### src/rtl/wb_fifo_slave.sv
`default_nettype none
// ============================================================================
// Module      : wb_fifo_slave
// Description : Wishbone B4 classic slave: DATA pushes into a FIFO drained by
//               a valid/ready stream; STATUS/CTRL expose occupancy and flush.
//               Optional macro WB_FIFO_SLAVE_STALL_EN stalls full-FIFO writes.
// Revision    : 1.0 - initial release
// ============================================================================
module wb_fifo_slave #(
    parameter int ADDR_WIDTH = 16,
    parameter int DATA_WIDTH = 32,
    parameter int DEPTH      = 8
) (
    input  logic                  clk_i,
    input  logic                  rst_i,
    input  logic                  cyc_i,
    input  logic                  stb_i,
    input  logic                  we_i,
    input  logic [ADDR_WIDTH-1:0] adr_i,
    input  logic [DATA_WIDTH-1:0] dat_i,
    input  logic [7:0]            sel_i,
    output logic                  ack_o,
    output logic                  err_o,
    output logic [DATA_WIDTH-1:0] dat_o,
    output logic                  m_valid_o,
    output logic [DATA_WIDTH-1:0] m_data_o,
    input  logic                  m_ready_i
);

    localparam int SEL_WIDTH = 8;
    localparam int BYTES     = DATA_WIDTH / 8;
    localparam int PTR_W     = $clog2(DEPTH);
    localparam int CNT_W     = PTR_W + 1;

    localparam logic [1:0] S_IDLE  = 2'd0;
    localparam logic [1:0] S_RESP  = 2'd1;
    localparam logic [1:0] S_STALL = 2'd2;

    localparam logic [1:0] REG_DATA   = 2'd0;
    localparam logic [1:0] REG_STATUS = 2'd1;
    localparam logic [1:0] REG_CTRL   = 2'd2;

`ifdef WB_FIFO_SLAVE_STALL_EN
    localparam bit STALL_EN = 1'b1;
`else
    localparam bit STALL_EN = 1'b0;
`endif

    logic [1:0]            state_q, state_d;
    logic                  ack_q, ack_d;
    logic                  err_q, err_d;
    logic [DATA_WIDTH-1:0] dat_q, dat_d;
    logic [PTR_W-1:0]      wr_ptr_q, wr_ptr_d;
    logic [PTR_W-1:0]      rd_ptr_q, rd_ptr_d;
    logic [CNT_W-1:0]      count_q, count_d;
    logic                  ovf_q, ovf_d;
    logic [DATA_WIDTH-1:0] fifo_mem [DEPTH];

    logic                  req, full, empty, sel_ok, pop;
    logic                  dec_push, dec_ack, dec_err, dec_stall;
    logic                  dec_flush, dec_clr_ovf, dec_set_ovf;
    logic [DATA_WIDTH-1:0] rd_val, status;
    logic                  unused_bits;

    assign req       = cyc_i & stb_i;
    assign full      = (count_q == CNT_W'(DEPTH));
    assign empty     = (count_q == '0);
    assign sel_ok    = &sel_i[BYTES-1:0];
    assign m_valid_o = ~empty;
    assign m_data_o  = fifo_mem[rd_ptr_q];
    assign pop       = m_valid_o & m_ready_i;

    assign unused_bits = ^{adr_i[ADDR_WIDTH-1:4], adr_i[1:0], sel_i[SEL_WIDTH-1:BYTES]};

    always_comb begin
        status        = '0;
        status[15:0]  = 16'(count_q);
        status[16]    = empty;
        status[17]    = full;
        status[18]    = ovf_q;
    end

    // Access decision, shared by IDLE and the STALL retry loop.
    always_comb begin
        dec_push    = 1'b0;
        dec_ack     = 1'b0;
        dec_err     = 1'b0;
        dec_stall   = 1'b0;
        dec_flush   = 1'b0;
        dec_clr_ovf = 1'b0;
        dec_set_ovf = 1'b0;
        rd_val      = '0;
        if (req && (state_q == S_IDLE || state_q == S_STALL)) begin
            case (adr_i[3:2])
                REG_DATA: begin
                    if (!we_i || !sel_ok) begin
                        dec_err = 1'b1;
                    end else if (full) begin
                        if (STALL_EN) begin
                            dec_stall = 1'b1;
                        end else begin
                            dec_err     = 1'b1;
                            dec_set_ovf = 1'b1;
                        end
                    end else begin
                        dec_push = 1'b1;
                        dec_ack  = 1'b1;
                    end
                end
                REG_STATUS: begin
                    if (we_i) begin
                        dec_err = 1'b1;
                    end else begin
                        dec_ack = 1'b1;
                        rd_val  = status;
                    end
                end
                REG_CTRL: begin
                    dec_ack = 1'b1;
                    if (we_i) begin
                        dec_flush   = dat_i[0];
                        dec_clr_ovf = dat_i[1];
                    end
                end
                default: dec_err = 1'b1;
            endcase
        end
    end

    always_comb begin
        state_d = state_q;
        case (state_q)
            S_IDLE: begin
                if (req) begin
                    state_d = dec_stall ? S_STALL : S_RESP;
                end
            end
            S_RESP:  state_d = S_IDLE;
            S_STALL: begin
                if (!req) begin
                    state_d = S_IDLE;
                end else if (!dec_stall) begin
                    state_d = S_RESP;
                end
            end
            default: state_d = S_IDLE;
        endcase
    end

    always_comb begin
        ack_d = dec_ack;
        err_d = dec_err;
        dat_d = dec_ack ? rd_val : '0;
    end

    // Flush takes priority over a concurrent pop.
    always_comb begin
        wr_ptr_d = wr_ptr_q;
        rd_ptr_d = rd_ptr_q;
        count_d  = count_q;
        ovf_d    = ovf_q;
        if (dec_flush) begin
            wr_ptr_d = '0;
            rd_ptr_d = '0;
            count_d  = '0;
        end else begin
            if (dec_push) begin
                wr_ptr_d = wr_ptr_q + PTR_W'(1);
            end
            if (pop) begin
                rd_ptr_d = rd_ptr_q + PTR_W'(1);
            end
            count_d = count_q + CNT_W'(dec_push) - CNT_W'(pop);
        end
        if (dec_clr_ovf) begin
            ovf_d = 1'b0;
        end else if (dec_set_ovf) begin
            ovf_d = 1'b1;
        end
    end

    always_ff @(posedge clk_i) begin
        if (rst_i) begin
            state_q  <= S_IDLE;
            ack_q    <= 1'b0;
            err_q    <= 1'b0;
            dat_q    <= '0;
            wr_ptr_q <= '0;
            rd_ptr_q <= '0;
            count_q  <= '0;
            ovf_q    <= 1'b0;
        end else begin
            state_q  <= state_d;
            ack_q    <= ack_d;
            err_q    <= err_d;
            dat_q    <= dat_d;
            wr_ptr_q <= wr_ptr_d;
            rd_ptr_q <= rd_ptr_d;
            count_q  <= count_d;
            ovf_q    <= ovf_d;
        end
    end

    always_ff @(posedge clk_i) begin
        if (!rst_i && dec_push) begin
            fifo_mem[wr_ptr_q] <= dat_i;
        end
    end

    assign ack_o = ack_q;
    assign err_o = err_q;
    assign dat_o = dat_q;

endmodule
`default_nettype wire

### config.mk
export PLATFORM = sky130hd
export DESIGN_NAME = wb_fifo_slave
export DESIGN_NICKNAME = d
export VERILOG_FILES = /design/src/rtl/wb_fifo_slave.sv
export SDC_FILE = /design/constraint.sdc
export NUM_CORES = 1
export LEC_CHECK = 0
export CORE_MARGIN = 1.5
export CORE_UTILIZATION = 45
export DETAILED_ROUTE_END_ITERATION = 7
export PLACE_DENSITY_LB_ADDON = 0.12
export RECOVER_POWER = 100
export SLEW_MARGIN = 20
export SYNTH_ARGS = -nofsm -noshare
export SYNTH_HDL_FRONTEND = slang
export SYNTH_SLANG_ARGS = --single-unit
export TNS_END_PERCENT = 100
### constraint.sdc
create_clock -name clk_i -period 11 [get_ports clk_i]
set_input_delay 2.75 -clock clk_i [delete_from_list [all_inputs] [get_ports clk_i]]
set_output_delay 2.75 -clock clk_i [all_outputs]
set_load 0.02 [all_outputs]
# Yosys cells after proc, flatten, opt, wreduce, memory -nomap -nowiden
# Memories as Yosys holds them, arrays and structs flattened. A register that Yosys moved wholly into a read port is not among the register bits.
# Index checks and enable logic that the tools add are counted.
classes:
  addsub: 4
  multipliers: 0
  n_div: 0
  n_lt_le_gt_ge: 0
  n_eq_ne: 5
  n_shift: 0
  muxes: 27
  bitwise: 6
  reduce_logical: 16
op_table:
  columns: ["cell", "count"]
  rows:
  - ["1-bit two-way mux", 21]
  - ["3-bit by 1-bit adder with 3-bit output (second input constant)", 2]
  - ["3-bit two-way mux", 2]
  - ["1-bit one-hot mux with 3 select lines", 2]
  - ["2-bit OR reduction", 3]
  - ["5-bit OR reduction", 1]
  - ["4-bit by 1-bit adder with 4-bit output", 1]
  - ["2-bit equality test (second input constant)", 2]
  - ["4-bit equality test (second input constant)", 1]
  - ["2-bit logical NOT", 2]
  - ["4-bit logical NOT", 1]
  - ["1-bit NOT", 4]
  - ["2-bit one-hot mux with 2 select lines", 1]
  - ["4-bit AND reduction", 1]
  - ["4-bit OR reduction", 1]
  - ["4-bit by 1-bit subtractor with 4-bit output", 1]
  - ["1-bit logical NOT", 3]
  - ["1-bit AND", 2]
  - ["2-bit by 1-bit equality test with 1-bit output (second input constant)", 1]
  - ["1-bit logical AND", 2]
  - ["1-bit logical OR", 2]
  - ["2-bit two-way mux", 1]
  - ["2-bit != test (second input constant)", 1]
totals:
  register_bits: 47
  latch_bits: 0
  ramBits: 256
  mem_bits_ro: 0
  in_bits: 62
  out_inout_bits: 67
  mem_count: 1
memory_table:
  columns: ["name", "depth", "width", "rd", "rd_ports_with_merged_regs", "wr", "line", "rtl"]
  rows:
  - ["fifo_mem", 8, 32, 1, 1, 1, "57", "logic [DATA_WIDTH-1:0] fifo_mem [DEPTH];"]

# Logic depth before layout (Yosys ltp)
# Gate-level depths: netlist of run 1.
depth:
  ltp_word: 9
  depth_mapped: 13

# Worst setup path before layout of run 1
# OpenSTA, ideal clock, no wires.
synth_timing:
  path_type: "input to register"
  start: "input port adr_i[2]"
  end: "memory fifo_mem[5][0], enable pin"
  setup_ns: 0.461
  t_arrival_ns: 5.747
  required_time_ns: 10.539
  path_slack_ns: 4.792
  path_stages: 4
  path_buffers: 0
  cell_sequence: "nand2b_1 -> nor4_4 -> nand2_2 -> nor3_1"
synth_via:
  elab_chain_len: 6
synth_rtl:
  columns: ["element", "line", "rtl"]
  rows:
  - ["start, declared", "19", "input logic [ADDR_WIDTH-1:0] adr_i,"]
  - ["2-bit logical NOT", "94", "case (adr_i[3:2])"]
  - ["1-bit two-way mux", "94", null]
  - ["1-bit two-way mux", "93", "if (req && (state_q == S_IDLE || state_q == S_STALL)) begin"]
  - ["1-bit logical AND", "205", "if (!rst_i && dec_push) begin"]
  - ["1-bit two-way mux", "205", null]
  - ["1-bit two-way mux (not written as such)", "206", "fifo_mem[wr_ptr_q] <= dat_i;"]
  - ["end, declared", "57", null]
# No other way between the ends.

==> results of run 1 <==
[kinds of logic (layout without fill, tap and decap cells)]
logic type               after synthesis  after routing  synth area share
XOR/XNOR                               5              5           0.00396
buffers and inverters                 56            164            0.0338
other                                  1             26          0.000339
AO/OA/AOI/OAI                          8              8           0.00486
AND/OR/NAND/NOR                       54             54            0.0295
multiplexers                          97             97             0.179
adder cells (fa/ha/maj)                9              9            0.0109
flip-flops                           280            280             0.738
[layout make-up]
class                           count  share of cell area
Tap cell                          324              0.0309
Clock inverter                     16              0.0183
Inverter                           10             0.00286
Sequential cell                   280               0.622
Antenna cell                        1            0.000191
Multi-Input combinational cell    198               0.197
Clock buffer                       38              0.0594
Timing Repair Buffer              100              0.0694
[where the power goes]
group	switching, W	internal [W]
registers	0.0000436	0.00117
logic	0.000218	0.000288
clock network	0.000389	0.000640
total	0.000651	0.00210
[routing by layer]
layer,vias to the layer above,track usage,share of wire
met1,2629,0.217,0.43
met3,29,0.0275,0.041
li1,2279,-,-
met5,-,0,0
met2,99,0.283,0.52
met4,0,0.0378,0.015
[flip-flops by register name, summed over array words and instances, names as in the netlist, named ones only]
register  flops
ack_o         1
count_q       4
dat_o         7
err_o         1
fifo_mem    256
ovf_q         1
rd_ptr_q      3
state_q       1
wr_ptr_q      3
[cell usage after synthesis (5+ instances only)]
library cell  instances  area [um2]
edfxtp_1            256        7690
mux4_2               36         811
mux4_1               28         736
buf_4                25         188
dfxtp_1              24         480
mux2_2               16         180
mux2_4               16         240
nor2_1               15        56.3
inv_1                10        37.5
ha_1                  8         100
nand2_1               7        26.3
buf_2                 6        30.0
buf_6                 6        67.6
buf_1                 5        18.8
nor3_1                5        25.0
[layout by cell type, fill, tap and decap left out, types with 4 or more instances in the layout]
| master | n |
|---|---|
| edfxtp_1 | 256 |
| dlygate4sd3_1 | 73 |
| mux4_2 | 36 |
| clkbuf_16 | 29 |
| mux4_1 | 28 |
| conb_1 | 25 |
| dfxtp_1 | 22 |
| clkbuf_1 | 21 |
| mux2_2 | 16 |
| mux2_4 | 16 |
| nor2_1 | 14 |
| clkdlybuf4s50_1 | 12 |
| inv_1 | 10 |
| ha_1 | 8 |
| nand2_1 | 7 |
| nor4_1 | 7 |
| nor3_1 | 6 |
| bufinv_16 | 6 |
| clkinv_2 | 5 |
| a21oi_1 | 4 |
| clkinv_1 | 4 |
[worst max-delay path by stage]
stage,from,to,slack [ps],cells past startpoint
6_report,register,m_data_o[0],2950,4
5_1_grt,register,m_data_o[0],2420,4
4_1_cts,register,m_data_o[15],4700,4
3_5_place_dp,we_i,fifo_mem[4][25],4950,6
3_3_place_gp,we_i,fifo_mem[4][27],5010,6
2_1_floorplan,adr_i[2],fifo_mem[5][0],4790,4
[worst max-delay path, delay by kind of cell, from the launching register on]
| family | cells | cell delay [ps] |
|---|---|---|
| flops | 1 | 680 |
| mux | 2 | 1070 |
| buf+inv | 2 | 2980 |
[through the flow]
stage	utilization	power, W	worst slack, ps	area, um2
final	0.541	0.00275	2950	13100
after global routing	0.541	0.00286	2420	13100
after CTS	0.547	0.00280	4700	13300
after detailed placement	0.505	0.00177	4950	12200
after global placement	0.505	0.00176	5010	12200
after floorplan	-	0.00162	4790	11200
==> impl_metrics.csv, run 1 <==
group,metric,value,unit
placement,dp_hpwl,11500,um
run,cap_violations,12,
worst_setup_path,r2r.worst_path.cells,8,
outcome,violations,"capacitance limit, slew limit",
synthesis,synth_cell_types,45,
synthesis,netlist_area,0.0111,mm2
worst_setup_path,cp.required,8250,ps
grt,grt_pass1_vias,5437,
worst_setup_path,r2r-start,"count_q[2]",
floorplanning,die_h,160,um
sta,slew_headroom,-1.14,
floorplanning,dieWidth,160,um
grt,gr-total-overflow,0,
finish,nFillCells,1952,
detailed_routing,ant_nets,0,
sta,finClkSkew,14.6,ps
grt,grt_first_pass_wirelength,31600,um
detailed_routing,drt_pre_antenna_iters,4,
placement,placed_cells,911,
detailed_routing,vias,5036,
worst_setup_path,reg2reg_to,"fifo_mem[4][13]",
sta,worst_hold_slack,468,ps
floorplanning,start_util,0.456,
detailed_routing,drc,0,
worst_setup_path,rrSetupSlack,5700,ps
worst_setup_path,cp_slowest_cell,"clkbuf_1",
worst_setup_path,worstSetupPathType,"reg2out",
floorplanning,io_pins,129,
finish,area_growth,18.6,%
finish,drive_above_1_share,0.185,
min_path,holdPathStages,2,
sta,tightest_slew,3210,ps
clock_network,cts_setup_buffers,0,
sta,slew_violations,293,
synthesis,syn_area_per_cell,21.7,um2
finish,final-seq-area,0.00817,mm2
clock_network,clockRootBuffer,"clkbuf_16",
sta,rsz0062_at_grt,"false",
worst_setup_path,cp_cell_sequence,"clkbuf_1 > mux4_1 > mux2_2 > dlygate4sd3_1",
placement,port_buffers,85,
sta,setup_viol,0,
power,cellLeakagePower,4.28,nW
floorplanning,core_area,0.0242,mm2
worst_setup_path,cpPeakStageDelay,2320,ps
clock_network,cts.sinks,280,
sta,post-route-period-util,0.731,
detailed_routing,first_iter_violations,255,
synthesis,synth_edf_count,256,
finish,multi_input_area,0.00258,mm2
outcome,status,"finished with violations",
worst_setup_path,critPathMaxFanout,38,
detailed_routing,viasPerCell,5.21,
clock_network,tritoncts,"yes",
power,ir_drop,0.138,mV
grt,antenna_found_initial,1,
sta,finalHoldViolations,0,
sta,fin_tns_setup,0,ps
clock_network,ctsHoldBuffers,0,
synthesis,synth.yosys.seq_area_share,0.738,
grt,grtUsageTotal,0.163,
sta,clock.fmax,124,MHz
finish,final_cells,967,
worst_setup_path,cp-end-kind,"output pin",
synthesis,synth-main-ff-cell,"edfxtp_1",
min_path,hold_path.class,"reg2reg",
clock_network,post_cts_resized,0,
min_path,hold_path.startpoint,"count_q[3]",
power,power_density,210,mW/mm2
clock_network,htree_levels,1,
worst_setup_path,arrival,5300,ps
grt,grt_max_degree,39,
clock_network,cts_buffers,29,
detailed_routing,post_drt_wl_per_cell,21.0,um
synthesis,netlist_instances,510,
min_path,min_to,"dat_o[3]",
floorplanning,die-area,0.0255,mm2
synthesis,ys_ff_latch,280,
clock_network,clkLatencyLatePin,550,ps
detailed_routing,drt_wl_total,20300,um
placement,gp_congestion,0.706,
synthesis,synth-warning-count,0,
sta,min_period,8050,ps
worst_setup_path,startpoint_type,"register",
clock_network,clockBufferDepth,3,
floorplanning,rows,57,
clock_network,clk_pin_slew,60,ps
finish,finalNetCount,690,
synthesis,async_reset_ff_frac,0,
Power figures use the tool's default switching activity.
==> inputs of run 2 (changes only) <==
==> constraint.sdc (replaced) <==
create_clock -name clk_i -period 7 [get_ports clk_i]
set_input_delay 1.75 -clock clk_i [delete_from_list [all_inputs] [get_ports clk_i]]
set_output_delay 1.75 -clock clk_i [all_outputs]
set_load 0.02 [all_outputs]
==> run 2 against run 1 <==
Against the previous run:
- via count rose by 0.24%
- non-clock buffer count fell by 2
- the run still ends with capacitance limit, slew limit left
- utilization rose by 0.26 points
- combinational power rose by 48%
- sequential cell count did not move
- highest routed layer unchanged
- first-iteration DRC count rose by 41%
- largest power group unchanged
- register-to-register slack got worse by 3100 ps
- setup slack got worse by 1800 ps
- critical path depth did not move
- clock-buffer cell count did not move
- power rose by 57%
==> impl_metrics.csv, run 2 (synthesis gave the netlist of run 1 again) <==
group,metric,value,unit
power,ir_drop,0.174,mV
min_path,holdPathStages,1,
detailed_routing,post_drt_wl_per_cell,21.1,um
clock_network,tritoncts,"yes",
sta,min_period,5850,ps
detailed_routing,viasPerCell,5.24,
clock_network,clockRootBuffer,"clkbuf_16",
floorplanning,io_pins,129,
floorplanning,die-area,0.0255,mm2
placement,placed_cells,910,
clock_network,clk_pin_slew,60,ps
worst_setup_path,r2r.worst_path.cells,7,
grt,antenna_found_initial,1,
clock_network,post_cts_resized,0,
placement,gp_congestion,0.701,
power,cellLeakagePower,4.31,nW
min_path,hold_path.startpoint,"ovf_q",
sta,setup_viol,0,
grt,grt_first_pass_wirelength,31600,um
worst_setup_path,cp.required,5250,ps
finish,final-seq-area,0.00817,mm2
grt,grt_pass1_vias,5465,
grt,grtUsageTotal,0.163,
clock_network,cts.sinks,280,
run,cap_violations,5,
finish,finalNetCount,688,
floorplanning,dieWidth,160,um
sta,tightest_slew,1730,ps
worst_setup_path,reg2reg_to,"fifo_mem[0][5]",
detailed_routing,ant_nets,0,
floorplanning,start_util,0.456,
worst_setup_path,critPathMaxFanout,49,
sta,finClkSkew,7.80,ps
sta,post-route-period-util,0.835,
power,power_density,328,mW/mm2
floorplanning,core_area,0.0242,mm2
sta,finalHoldViolations,0,
outcome,status,"finished with violations",
worst_setup_path,r2r-start,"count_q[2]",
worst_setup_path,startpoint_type,"register",
grt,grt_max_degree,50,
finish,area_growth,19.2,%
clock_network,clkLatencyLatePin,530,ps
finish,final_cells,964,
sta,clock.fmax,171,MHz
worst_setup_path,rrSetupSlack,2640,ps
detailed_routing,drt_wl_total,20300,um
worst_setup_path,cp-end-kind,"output pin",
detailed_routing,first_iter_violations,360,
sta,slew_headroom,-0.156,
placement,port_buffers,85,
outcome,violations,"capacitance limit, slew limit",
detailed_routing,drc,0,
detailed_routing,vias,5048,
sta,slew_violations,131,
finish,regMostFlops,"fifo_mem",
sta,fin_tns_setup,0,ps
finish,nFillCells,1940,
clock_network,cts_buffers,29,
placement,dp_hpwl,11400,um
grt,gr-total-overflow,0,
floorplanning,die_h,160,um
min_path,hold_path.class,"reg2reg",
detailed_routing,drt_pre_antenna_iters,4,
min_path,min_to,"dat_o[18]",
clock_network,ctsHoldBuffers,0,
clock_network,htree_levels,1,
finish,drive_above_1_share,0.205,
finish,multi_input_area,0.00261,mm2
sta,rsz0062_at_grt,"false",
worst_setup_path,worstSetupPathType,"reg2out",
floorplanning,rows,57,
clock_network,cts_setup_buffers,0,
worst_setup_path,arrival,4100,ps
finish,final_common_cell,"edfxtp_1",
finish,largest_reg_flops,256,
finish,layout_common_cells,"edfxtp_1 (256), dlygate4sd3_1 (75), mux4_2 (36), clkbuf_16 (29), mux4_1 (28)",
clock_network,clockBufferDepth,3,
==> run 2: worst max path at each step <==
| stage | cells after the start | startpoint | end |
|---|---|---|---|
| 3_5_place_dp | 6 | we_i | fifo_mem[1][3] |
| 5_1_grt | 4 | register | m_data_o[5] |
| 3_3_place_gp | 6 | we_i | fifo_mem[0][18] |
| 4_1_cts | 4 | register | m_data_o[8] |
| 6_report | 4 | register | m_data_o[12] |
| 2_1_floorplan | 4 | adr_i[2] | fifo_mem[5][0] |
==> run 2: layout make-up <==
cell class | instances | area share
flip-flops and latches | 280 | 0.619
multi-input cells | 198 | 0.198
repair buffers | 98 | 0.0700
clock buffers | 38 | 0.0614
well taps | 324 | 0.0307
clock inverters | 15 | 0.0178
inverters | 10 | 0.00285
diodes | 1 | 0.000190
==> run 2: metal layers <==
metal  global-route usage  vias up  routed length [um]
li1                     -     2266                   -
met1                0.206     2638                8580
met2                0.295      110               10500
met3               0.0262       34                 791
met4               0.0425        0                 450
met5                    0        -                   0
==> run 2: stage by stage <==
stage / area (um2) / utilization / hold WS [ps] / total power (W) / worst slack, ps
6_report: 13200 / 0.544 / 472 / 0.00433 / 1150
4_1_cts: 13300 / 0.548 / 468 / 0.00442 / 1700
5_1_grt: 13200 / 0.544 / 515 / 0.00450 / 840
3_5_place_dp: 12200 / 0.505 / 452 / 0.00277 / 2150
3_3_place_gp: 12200 / 0.505 / 466 / 0.00276 / 2150
2_1_floorplan: 11200 / - / 431 / 0.00254 / 1790
==> run 2: report_power, final <==
part	switching (W)	internal [W]
combinational	0.000309	0.000437
sequential	0.000100	0.00184
clock	0.000609	0.00103
total	0.00102	0.00331
==> run 2: worst max-delay path, stage by stage (launching register included) <==
cell	delay, ps
dfxtp_2	1480
buf_4	500
mux4_1	610
mux2_4	280
dlygate4sd3_1	650
